--- config.mk ---
export PLATFORM = sky130hd
export DESIGN_NAME = conv11_output_flat
export DESIGN_NICKNAME = d
export VERILOG_FILES = /design/src/rtl/conv11_output_if.sv /design/src/rtl/conv11_output.sv /design/src/flat_wrapper.sv
export SDC_FILE = /design/constraint.sdc
export NUM_CORES = 2
export LEC_CHECK = 0
export CORE_MARGIN = 5
export CORE_UTILIZATION = 45
export CTS_BUF_LIST = sky130_fd_sc_hd__clkbuf_4
export CTS_CLUSTER_SIZE = 30
export DETAILED_ROUTE_END_ITERATION = 8
export MAX_ROUTING_LAYER = met4
export PLACE_DENSITY = 0.67
export SYNTH_ARGS = -nofsm -noshare
export SYNTH_HDL_FRONTEND = slang
export SYNTH_SLANG_ARGS = --single-unit
--- constraint.sdc ---
create_clock -name clk -period 22.6 [get_ports clk]
set_input_delay 5.65 -clock clk [delete_from_list [all_inputs] [get_ports clk]]
set_output_delay 5.65 -clock clk [all_outputs]
set_load 0.005 [all_outputs]
--- src/rtl/conv11_output_if.sv ---
// Output byte stream of conv11_output: one requantised channel per
// valid/ready transfer, tagged with its channel index.
interface conv11_output_if #(
  parameter int OC = 8
);
  localparam int CH_W = (OC > 1) ? $clog2(OC) : 1;

  logic            out_valid;
  logic            out_ready;
  logic [7:0]      out_data;
  logic [CH_W-1:0] out_ch;

  modport master (
    output out_valid,
    output out_data,
    output out_ch,
    input  out_ready
  );

  modport slave (
    input  out_valid,
    input  out_data,
    input  out_ch,
    output out_ready
  );
endinterface

--- src/rtl/conv11_output.sv ---
// Requantisation and serialisation stage for a 1x1 convolution: captures OC
// accumulators, then emits one saturated int8 per channel over a ready/valid stream.
module conv11_output #(
  parameter int OC    = 8,
  parameter int ACC_W = 32,
  parameter int SC_W  = 16,
  parameter int RELU  = 1
) (
  input  logic                  clk,
  input  logic                  rst_n,
  input  logic                  calc_valid,
  input  logic [OC*ACC_W-1:0]   acc_data,
  input  logic [OC*ACC_W-1:0]   bias_data,
  input  logic [OC*SC_W-1:0]    scale_data,
  input  logic [4:0]            shift,
  input  logic                  output_en,
  conv11_output_if.master       out_if,
  output logic                  output_done,
  output logic                  busy,
  output logic                  overrun
);

  localparam int CH_W = (OC > 1) ? $clog2(OC) : 1;
  // One spare bit above the product so the rounding add cannot wrap.
  localparam int P_W  = ACC_W + SC_W + 2;

  typedef enum logic [1:0] {
    IDLE = 2'd0,
    HOLD = 2'd1,
    EMIT = 2'd2,
    DONE = 2'd3
  } state_t;

  state_t                  state_q, state_d;
  logic signed [ACC_W-1:0] acc_q   [OC];
  logic signed [ACC_W-1:0] acc_d   [OC];
  logic signed [ACC_W-1:0] bias_q  [OC];
  logic signed [ACC_W-1:0] bias_d  [OC];
  logic signed [SC_W-1:0]  scale_q [OC];
  logic signed [SC_W-1:0]  scale_d [OC];
  logic [4:0]              shift_q, shift_d;
  logic                    out_valid_q, out_valid_d;
  logic [7:0]              out_data_q, out_data_d;
  logic [CH_W-1:0]         out_ch_q, out_ch_d;
  logic                    output_done_q, output_done_d;
  logic                    busy_q, busy_d;
  logic                    overrun_q, overrun_d;
  logic [CH_W-1:0]         sel_s;
  logic [CH_W-1:0]         idx_s;
  logic [7:0]              res_s;

  function automatic logic [7:0] sat8(input logic signed [P_W-1:0] r);
    logic neg;
    logic hi_zero;
    logic hi_ones;
    logic [7:0] res;
    neg     = r[P_W-1];
    hi_zero = ~|r[P_W-2:7];
    hi_ones = &r[P_W-2:7];
    if (RELU != 0) begin
      if (neg) begin
        res = 8'd0;
      end else if (!hi_zero) begin
        res = 8'd127;
      end else begin
        res = r[7:0];
      end
    end else begin
      if (!neg && !hi_zero) begin
        res = 8'h7f;
      end else if (neg && !hi_ones) begin
        res = 8'h80;
      end else begin
        res = r[7:0];
      end
    end
    return res;
  endfunction

  function automatic logic [7:0] requant(
    input logic signed [ACC_W-1:0] acc,
    input logic signed [ACC_W-1:0] bias,
    input logic signed [SC_W-1:0]  scale,
    input logic [4:0]              sh
  );
    logic signed [ACC_W:0]  s;
    logic signed [P_W-1:0]  p;
    logic signed [P_W-1:0]  rnd;
    logic signed [P_W-1:0]  r;
    s = (ACC_W+1)'(acc) + (ACC_W+1)'(bias);
    p = P_W'(s) * P_W'(scale);
    if (sh != 5'd0) begin
      rnd = P_W'(1'b1) << (sh - 5'd1);
    end else begin
      rnd = {P_W{1'b0}};
    end
    r = (p + rnd) >>> sh;
    return sat8(r);
  endfunction

  // Channel to present at the next edge: 0 on the first EMIT cycle, else the successor.
  always_comb begin
    if (out_valid_q) begin
      sel_s = out_ch_q + CH_W'(1'b1);
    end else begin
      sel_s = {CH_W{1'b0}};
    end
    if (sel_s <= CH_W'(OC - 1)) begin
      idx_s = sel_s;
    end else begin
      idx_s = {CH_W{1'b0}};
    end
    res_s = requant(acc_q[idx_s], bias_q[idx_s], scale_q[idx_s], shift_q);
  end

  always_comb begin
    state_d       = state_q;
    acc_d         = acc_q;
    bias_d        = bias_q;
    scale_d       = scale_q;
    shift_d       = shift_q;
    out_valid_d   = out_valid_q;
    out_data_d    = out_data_q;
    out_ch_d      = out_ch_q;
    output_done_d = 1'b0;
    if (calc_valid && (state_q != IDLE)) begin
      overrun_d = 1'b1;
    end else begin
      overrun_d = overrun_q;
    end
    case (state_q)
      IDLE: begin
        if (calc_valid) begin
          state_d = HOLD;
          for (int k = 0; k < OC; k++) begin
            acc_d[k]   = acc_data[k*ACC_W +: ACC_W];
            bias_d[k]  = bias_data[k*ACC_W +: ACC_W];
            scale_d[k] = scale_data[k*SC_W +: SC_W];
          end
          shift_d = shift;
        end else begin
          state_d = IDLE;
        end
      end
      HOLD: begin
        if (output_en) begin
          state_d = EMIT;
        end else begin
          state_d = HOLD;
        end
      end
      EMIT: begin
        // output_en is deliberately not consulted here; only out_ready throttles.
        if (!out_valid_q) begin
          out_valid_d = 1'b1;
          out_ch_d    = sel_s;
          out_data_d  = res_s;
        end else if (out_if.out_ready) begin
          if (out_ch_q == CH_W'(OC - 1)) begin
            out_valid_d = 1'b0;
            state_d     = DONE;
          end else begin
            out_ch_d   = sel_s;
            out_data_d = res_s;
          end
        end else begin
          out_valid_d = out_valid_q;
        end
      end
      DONE: begin
        state_d       = IDLE;
        output_done_d = 1'b1;
      end
      default: begin
        state_d = IDLE;
      end
    endcase
    busy_d = (state_d != IDLE);
  end

  always_ff @(posedge clk) begin
    if (!rst_n) begin
      state_q <= IDLE;
      for (int k = 0; k < OC; k++) begin
        acc_q[k]   <= {ACC_W{1'b0}};
        bias_q[k]  <= {ACC_W{1'b0}};
        scale_q[k] <= {SC_W{1'b0}};
      end
      shift_q       <= 5'd0;
      out_valid_q   <= 1'b0;
      out_data_q    <= 8'd0;
      out_ch_q      <= {CH_W{1'b0}};
      output_done_q <= 1'b0;
      busy_q        <= 1'b0;
      overrun_q     <= 1'b0;
    end else begin
      state_q       <= state_d;
      acc_q         <= acc_d;
      bias_q        <= bias_d;
      scale_q       <= scale_d;
      shift_q       <= shift_d;
      out_valid_q   <= out_valid_d;
      out_data_q    <= out_data_d;
      out_ch_q      <= out_ch_d;
      output_done_q <= output_done_d;
      busy_q        <= busy_d;
      overrun_q     <= overrun_d;
    end
  end

  assign out_if.out_valid = out_valid_q;
  assign out_if.out_data  = out_data_q;
  assign out_if.out_ch    = out_ch_q;
  assign output_done      = output_done_q;
  assign busy             = busy_q;
  assign overrun          = overrun_q;

endmodule

--- src/flat_wrapper.sv ---
// flat-port wrapper written by rule: the top's interface ports become plain ports
module conv11_output_flat 
#(
  parameter int OC    = 8,
  parameter int ACC_W = 32,
  parameter int SC_W  = 16,
  parameter int RELU  = 1
)
  (clk, rst_n, calc_valid, acc_data, bias_data, scale_data, shift, output_en, output_done, busy, overrun, out_if_out_valid, out_if_out_data, out_if_out_ch, out_if_out_ready);
  conv11_output_if #(.OC(OC)) out_if_i ();
  input  logic clk;
  input  logic rst_n;
  input  logic calc_valid;
  input  logic [OC*ACC_W-1:0] acc_data;
  input  logic [OC*ACC_W-1:0] bias_data;
  input  logic [OC*SC_W-1:0] scale_data;
  input  logic [4:0] shift;
  input  logic output_en;
  output logic output_done;
  output logic busy;
  output logic overrun;
  output wire logic [$bits(out_if_i.out_valid)-1:0] out_if_out_valid;
  output wire logic [$bits(out_if_i.out_data)-1:0] out_if_out_data;
  output wire logic [$bits(out_if_i.out_ch)-1:0] out_if_out_ch;
  input wire logic [$bits(out_if_i.out_ready)-1:0] out_if_out_ready;
  assign out_if_out_valid = out_if_i.out_valid;
  assign out_if_out_data = out_if_i.out_data;
  assign out_if_out_ch = out_if_i.out_ch;
  assign out_if_i.out_ready = out_if_out_ready;
  conv11_output #(.OC(OC), .ACC_W(ACC_W), .SC_W(SC_W), .RELU(RELU)) u_core (.clk(clk), .rst_n(rst_n), .calc_valid(calc_valid), .acc_data(acc_data), .bias_data(bias_data), .scale_data(scale_data), .shift(shift), .output_en(output_en), .out_if(out_if_i), .output_done(output_done), .busy(busy), .overrun(overrun));
endmodule
After elaboration in Yosys (flattened, before gate mapping)
Cells that the tools add are included.

Register bits: 662. Bits of input ports: 650. Output and inout port bits: 15. Word-level logic and storage cells: 86.

$add $sub $neg: 4. Multiply operators: 1. $lt $le $gt $ge: 2. Eq/ne operators: 6. Shifts and indexed selects: 2. Muxes and demuxes: 30. Bitwise logic cells: 1. Reduce and logical (&&, ||, !) cells: 8.

Operators with widths (count): $bmux W32 S3 (2); $mux W32 (4); $add A50 B50 Y50 (1); $mux W50 (1); $shl A1 B5 Y50 const A (1); $sshr A50 B5 Y50 (1); $mul A33 B16 Y49 (1); $bmux W16 S3 (1); $reduce_or A42 Y1 (1); $mux W8 (5); $add A32 B32 Y33 (1); $mux W16 (2); $mux W3 (5); $mux W2 (4); $pmux W2 S4 (1); $mux W1 (5); $reduce_bool A5 Y1 (1); $sub A5 B1 Y5 const B (1); $eq A2 B2 Y1 const B (2); $ge A4 B4 Y1 const B (1); $ne A2 B2 Y1 const B (2); $not A3 Y4 (1); $reduce_bool A2 Y1 (2); $add A3 B1 Y3 const B (1); 7 further kinds (7).

Depth between registers and ports, before layout
Depth after elaboration: 18. Mapped depth: 62.

Worst setup path after synthesis
OpenSTA, ideal clock, no wires.

Kind: flip-flop to flip-flop. From: register u_core.out_ch_q[0], in the netlist u_core.out_if.out_ch[0]. To: register u_core.out_data_q[0], in the netlist u_core.out_if.out_data[0]. Library setup time: 0.132 ns. Data arrival time: 15.225 ns. Data required time: 22.468 ns. Path slack: 7.243 ns. Stages on the path, launching flop included: 57. Buffers on the path: 5. Cell sequence: dfxtp_1 clkbuf_1 clkinv_1 nand2_1 clkbuf_1 clkbuf_1 buf_1 mux4_2 mux2_2 ha_1 fa_1 a21o_1 a21oi_1 o21bai_1 a21oi_1 o21bai_1 a21o_1 a41oi_1 [21 not listed] ha_1 clkbuf_1 a21o_1 a21o_1 a21oi_1 o22ai_1 a2111oi_1 o21ai_0 nand3_1 nor2b_1 o221a_2 a21oi_1 or3_1 a211o_1 o211a_2 or4b_4 o21bai_4 o211ai_1.

Longest elaborated chain between the ends: 18. Elaborated cells between the ends (all ways): 27. Those cells by class: add/sub: 3; mul: 1; order compare: 1; eq/ne: 2; shift: 1; mux: 16; bitwise: 1; reduce/logical: 2.

Ends and longest elaborated chain: start, declared (line conv11_output.sv:44) `logic [CH_W-1:0] out_ch_q, out_ch_d;`; start signal, assigned (line conv11_output.sv:192) `out_ch_q <= {CH_W{1'b0}};`; start signal, assigned (line conv11_output.sv:204) `out_ch_q <= out_ch_d;`; $add A3 B1 Y3 (line conv11_output.sv:104) `sel_s = out_ch_q + CH_W'(1'b1);`; $mux W3 (line conv11_output.sv:103) `if (out_valid_q) begin`; $le A3 B3 Y1 (line conv11_output.sv:108) `if (sel_s <= CH_W'(OC - 1)) begin`; $mux W3 (line conv11_output.sv:108); $not A3 Y4 (implied by the code) (line conv11_output.sv:113) `res_s = requant(acc_q[idx_s], bias_q[idx_s], scale_q[idx_s], shift_q);`; $bmux W32 S3 (line conv11_output.sv:113); $mux W32 (implied by the code) (2 in a row) (line conv11_output.sv:113); $add A32 B32 Y33 (line conv11_output.sv:90) `s = (ACC_W+1)'(acc) + (ACC_W+1)'(bias);`; $mul A33 B16 Y49 (line conv11_output.sv:91) `p = P_W'(s) * P_W'(scale);`; $add A50 B50 Y50 (line conv11_output.sv:97) `r = (p + rnd) >>> sh;`; $sshr A50 B5 Y50 (line conv11_output.sv:97); $reduce_or A42 Y1 (line conv11_output.sv:58) `hi_zero = ~|r[P_W-2:7];`; $mux W8 (line conv11_output.sv:63) `end else if (!hi_zero) begin`; $mux W8 (line conv11_output.sv:61) `if (neg) begin`; $mux W8 (line conv11_output.sv:159) `if (out_ch_q == CH_W'(OC - 1)) begin`; $mux W8 (line conv11_output.sv:158) `end else if (out_if.out_ready) begin`; $mux W8 (line conv11_output.sv:154) `if (!out_valid_q) begin`; end signal, assigned (line conv11_output.sv:203) `out_data_q <= out_data_d;`; end, declared (line conv11_output.sv:43) `logic [7:0] out_data_q, out_data_d;`.

Parallel ways exist; a longest one is shown, timed or not. The select of a mux whose other input is x is not followed. A chain may end at the register's enable or synchronous reset.

Worst setup path after layout
From: register u_core.out_ch_q[0], in the netlist u_core.out_if.out_ch[0]. To: register u_core.out_data_q[4], in the netlist u_core.out_if.out_data[4].

The elaborated chain is that of the path after synthesis.

==> results_dict.tcl <==
set metrics [dict create \
    clk_path_buf_depth 3 \
    outcome "complete, no violations" \
    finalSetupTns_ns 0 \
    required_ns 23.63 \
    wl_um 186600 \
    dp_slack_ns 5.929 \
    mostFrequentLayoutCell "nand2_1" \
    cts.sink_count 662 \
    finalHoldViolations 0 \
    synth_ff_type "dfxtp_1" \
    grtUsageTotal_pct 30.28 \
    finClkSkew_ns 0.1022 \
    cts_tree "yes" \
    root_buffer "clkbuf_4" \
    area_growth_pct 19.27 \
    powerDensity_nw_per_um2 73.82 \
    timing_worst_setup_path_type "flip-flop to flip-flop" \
    rows 126 \
    nNetsFinal 8103 \
    p_switching_mw 1.950 \
    crit_path_max_fanout 33 \
    ir_drop_mv 0.05487 \
    period_share_pct 73.68 \
    yosys.area.top_type "dfxtp_1" \
    synth_enable_flop_cells 0 \
    setup_violations 0 \
    max_freq_mhz 60.05 \
    die-area_um2 124900 \
    critPathBufInv 4 \
    synth.area.top_cells "dfxtp_1 (25%), fa_1 (19%), nand2_1 (12%), a21boi_0 (9.3%), mux4_2 (5.3%)" \
    slew_headroom_pct 16.16 \
    fp.dieH_um 353.4 \
    syn-cell-area_um2 53070 \
    clkLatencyLatePin_ns 1.18 \
    yosysWarnings 0 \
    power_frac_seq_pct 27.7 \
    cts.repair.resized 0 \
    io_buffers 664 \
    crit_path_end_kind "flip-flop" \
    drt_drc_violations_left 0 \
    cpPeakStageDelay_ns 0.75 \
    routedWlPerCell_um 22.00 \
    fin_crit_ns 16.65 \
    vias_per_cell 5.549 \
    maxCapViolCount 0 \
    post-dp-hpwl_um 144700 \
    avgSynthCellArea_um2 8.473 \
    report.final.slew_viol_count 0 \
    cp-start-kind "flip-flop" \
    cp.arrival_ns 17.68 \
    synth_top_area_share_pct 24.97 \
    async_flop_share_pct 0 \
    grt.overflow.total 0 \
    ios 665 \
    grt_antenna_before_repair 49 \
    clkTransAtPathRegs_ns 0.06 \
    switching_share_pct 41.73 \
    path_delay_family "compound AO/OA/AOI/OAI gates" \
    cp_common_cell "fa_1" \
    dr.pass1.iters 5 \
    rsz0062_at_grt "no" \
    core_area_um2 117600 \
    cts_setup_buffers 0 \
    pwr-share-comb_pct 48.5 \
    worst_pin_slew_ns 1.253 \
    syn_inst 6263 \
    start_util_pct 45.12 \
    ys_ff_latch 662 \
    drive_above_1_share_pct 9.103 \
    hold_class "flip-flop to flip-flop" \
    crit_path_top_delay_cell "xor2_1" \
    place.gp.congestion 0.9359 \
    p_leak_nw 24.46 \
    p_int_mw 2.723 \
    cts_buffers 180 \
    layout_setup_ws_ns 5.947 \
    drt_iter0_drc 3924 \
    htreeDepth 4 \
    synthesis.nets 7597 \
    grt_max_degree 209 \
    hold_buffers 0 \
    die_width_um 353.4 \
    clockPowerShare_pct 23.8 \
    grt_pass1_vias 47540 \
    ys_seq_area_share_pct 24.97 \
    grt_first_pass_wirelength_um 284600 \
    yosysUniqueCellTypes 101 \
    ant_nets 0 \
    mostFrequentLayoutCells "nand2_1 (1718), clkdlybuf4s50_1 (663), dfxtp_1 (661)" \
    vias 47070 \
]
==> per-layer routing <==
metal | vias up | GRT usage [%] | share of wire [%]
met2 | 1814 | 49.87 | 49
met1 | 23030 | 36.10 | 40
met3 | 383 | 6.522 | 7.4
met4 | 0 | 12.86 | 4.3
met5 | - | - | 0
li1 | 21840 | - | -
==> area by class of cell <==
type / count / area [um2]
Inverter: 441 / 1655
Tap cell: 1536 / 1922
Fill cell: 10940 / 54310
Timing Repair Buffer: 736 / 7229
Multi-Input combinational cell: 4748 / 36810
Antenna cell: 48 / 120.1
Sequential cell: 662 / 13260
Clock inverter: 34 / 219.0
Clock buffer: 278 / 2087
==> cell families (layout without fill, tap and decap cells) <==
family,after synthesis,count (layout),synth area share [%]
AND/OR/NAND/NOR,2434,2434,18.79
adder cells (fa/ha/maj),684,684,23.23
multiplexers,237,237,7.545
buffers and inverters,853,1489,6.088
flip-flops,662,662,24.97
other,1,49,0.007066
XOR/XNOR,130,130,2.174
AO/OA/AOI/OAI,1262,1262,17.20
==> power groups by stage <==
stage / clock (mW) / sequential, mW / combinational [mW]
detailed placement: 0 / 1.32 / 2.24
global placement: 0 / 1.31 / 2.21
finish: 1.11 / 1.29 / 2.27
CTS: 1.14 / 1.29 / 2.25
global route: 1.21 / 1.30 / 2.51
floorplan: 0 / 1.30 / 1.59
==> final timing paths <==
kind	startpoint	end	slack, ns	cells after the start
worst max register to register	u_core.out_if.out_ch[0]	u_core.out_if.out_data[4]	5.95	51
worst min register to register	u_core.acc_q[129]	u_core.acc_q[129]	0.46	2
worst max-delay path	u_core.out_if.out_ch[0]	u_core.out_if.out_data[4]	5.95	51
worst min-delay path	u_core.acc_q[129]	u_core.acc_q[129]	0.46	2
==> tightest hold or removal path, cell delays in order (launching register included) <==
cell	delay, ns
dfxtp_1	0.31
nand2_1	0.04
a21boi_0	0.06
==> metrics by stage <==
step	area (um2)	std cells	hold slack, ns	util (%)	power (mW)
CTS	63180	8435	0.4637	53.72	4.678
finish	63300	8483	0.4612	53.82	4.673
floorplan	53070	6263	0.4389	-	2.887
detailed placement	60870	8123	0.4550	51.76	3.556
global placement	60870	8123	0.4479	51.76	3.527
global route	63290	8481	0.4805	53.82	5.017
==> synthesized netlist by cell type (45+ instances only) <==
cell type  number
mux2i_1        67
dfxtp_1       662
a211oi_1       45
fa_1          502
mux4_2        126
ha_1          182
a21oi_1       118
inv_1         438
a21o_1         46
a21boi_0      655
o21ai_0       118
nand2_1      1722
xnor2_1        80
xor2_1         48
and2_1         74
clkbuf_1      374
nor2_1        395
==> sequential cells by signal (all words and copies together), names as in the netlist, 2 cells and up <==
register,flops
u_core.acc_q,256
u_core.bias_q,256
u_core.out_if.out_ch,3
u_core.out_if.out_data,8
u_core.scale_q,128
u_core.shift_q,5
u_core.state_q,2
Note: power is estimated with default switching activity, not from simulation.
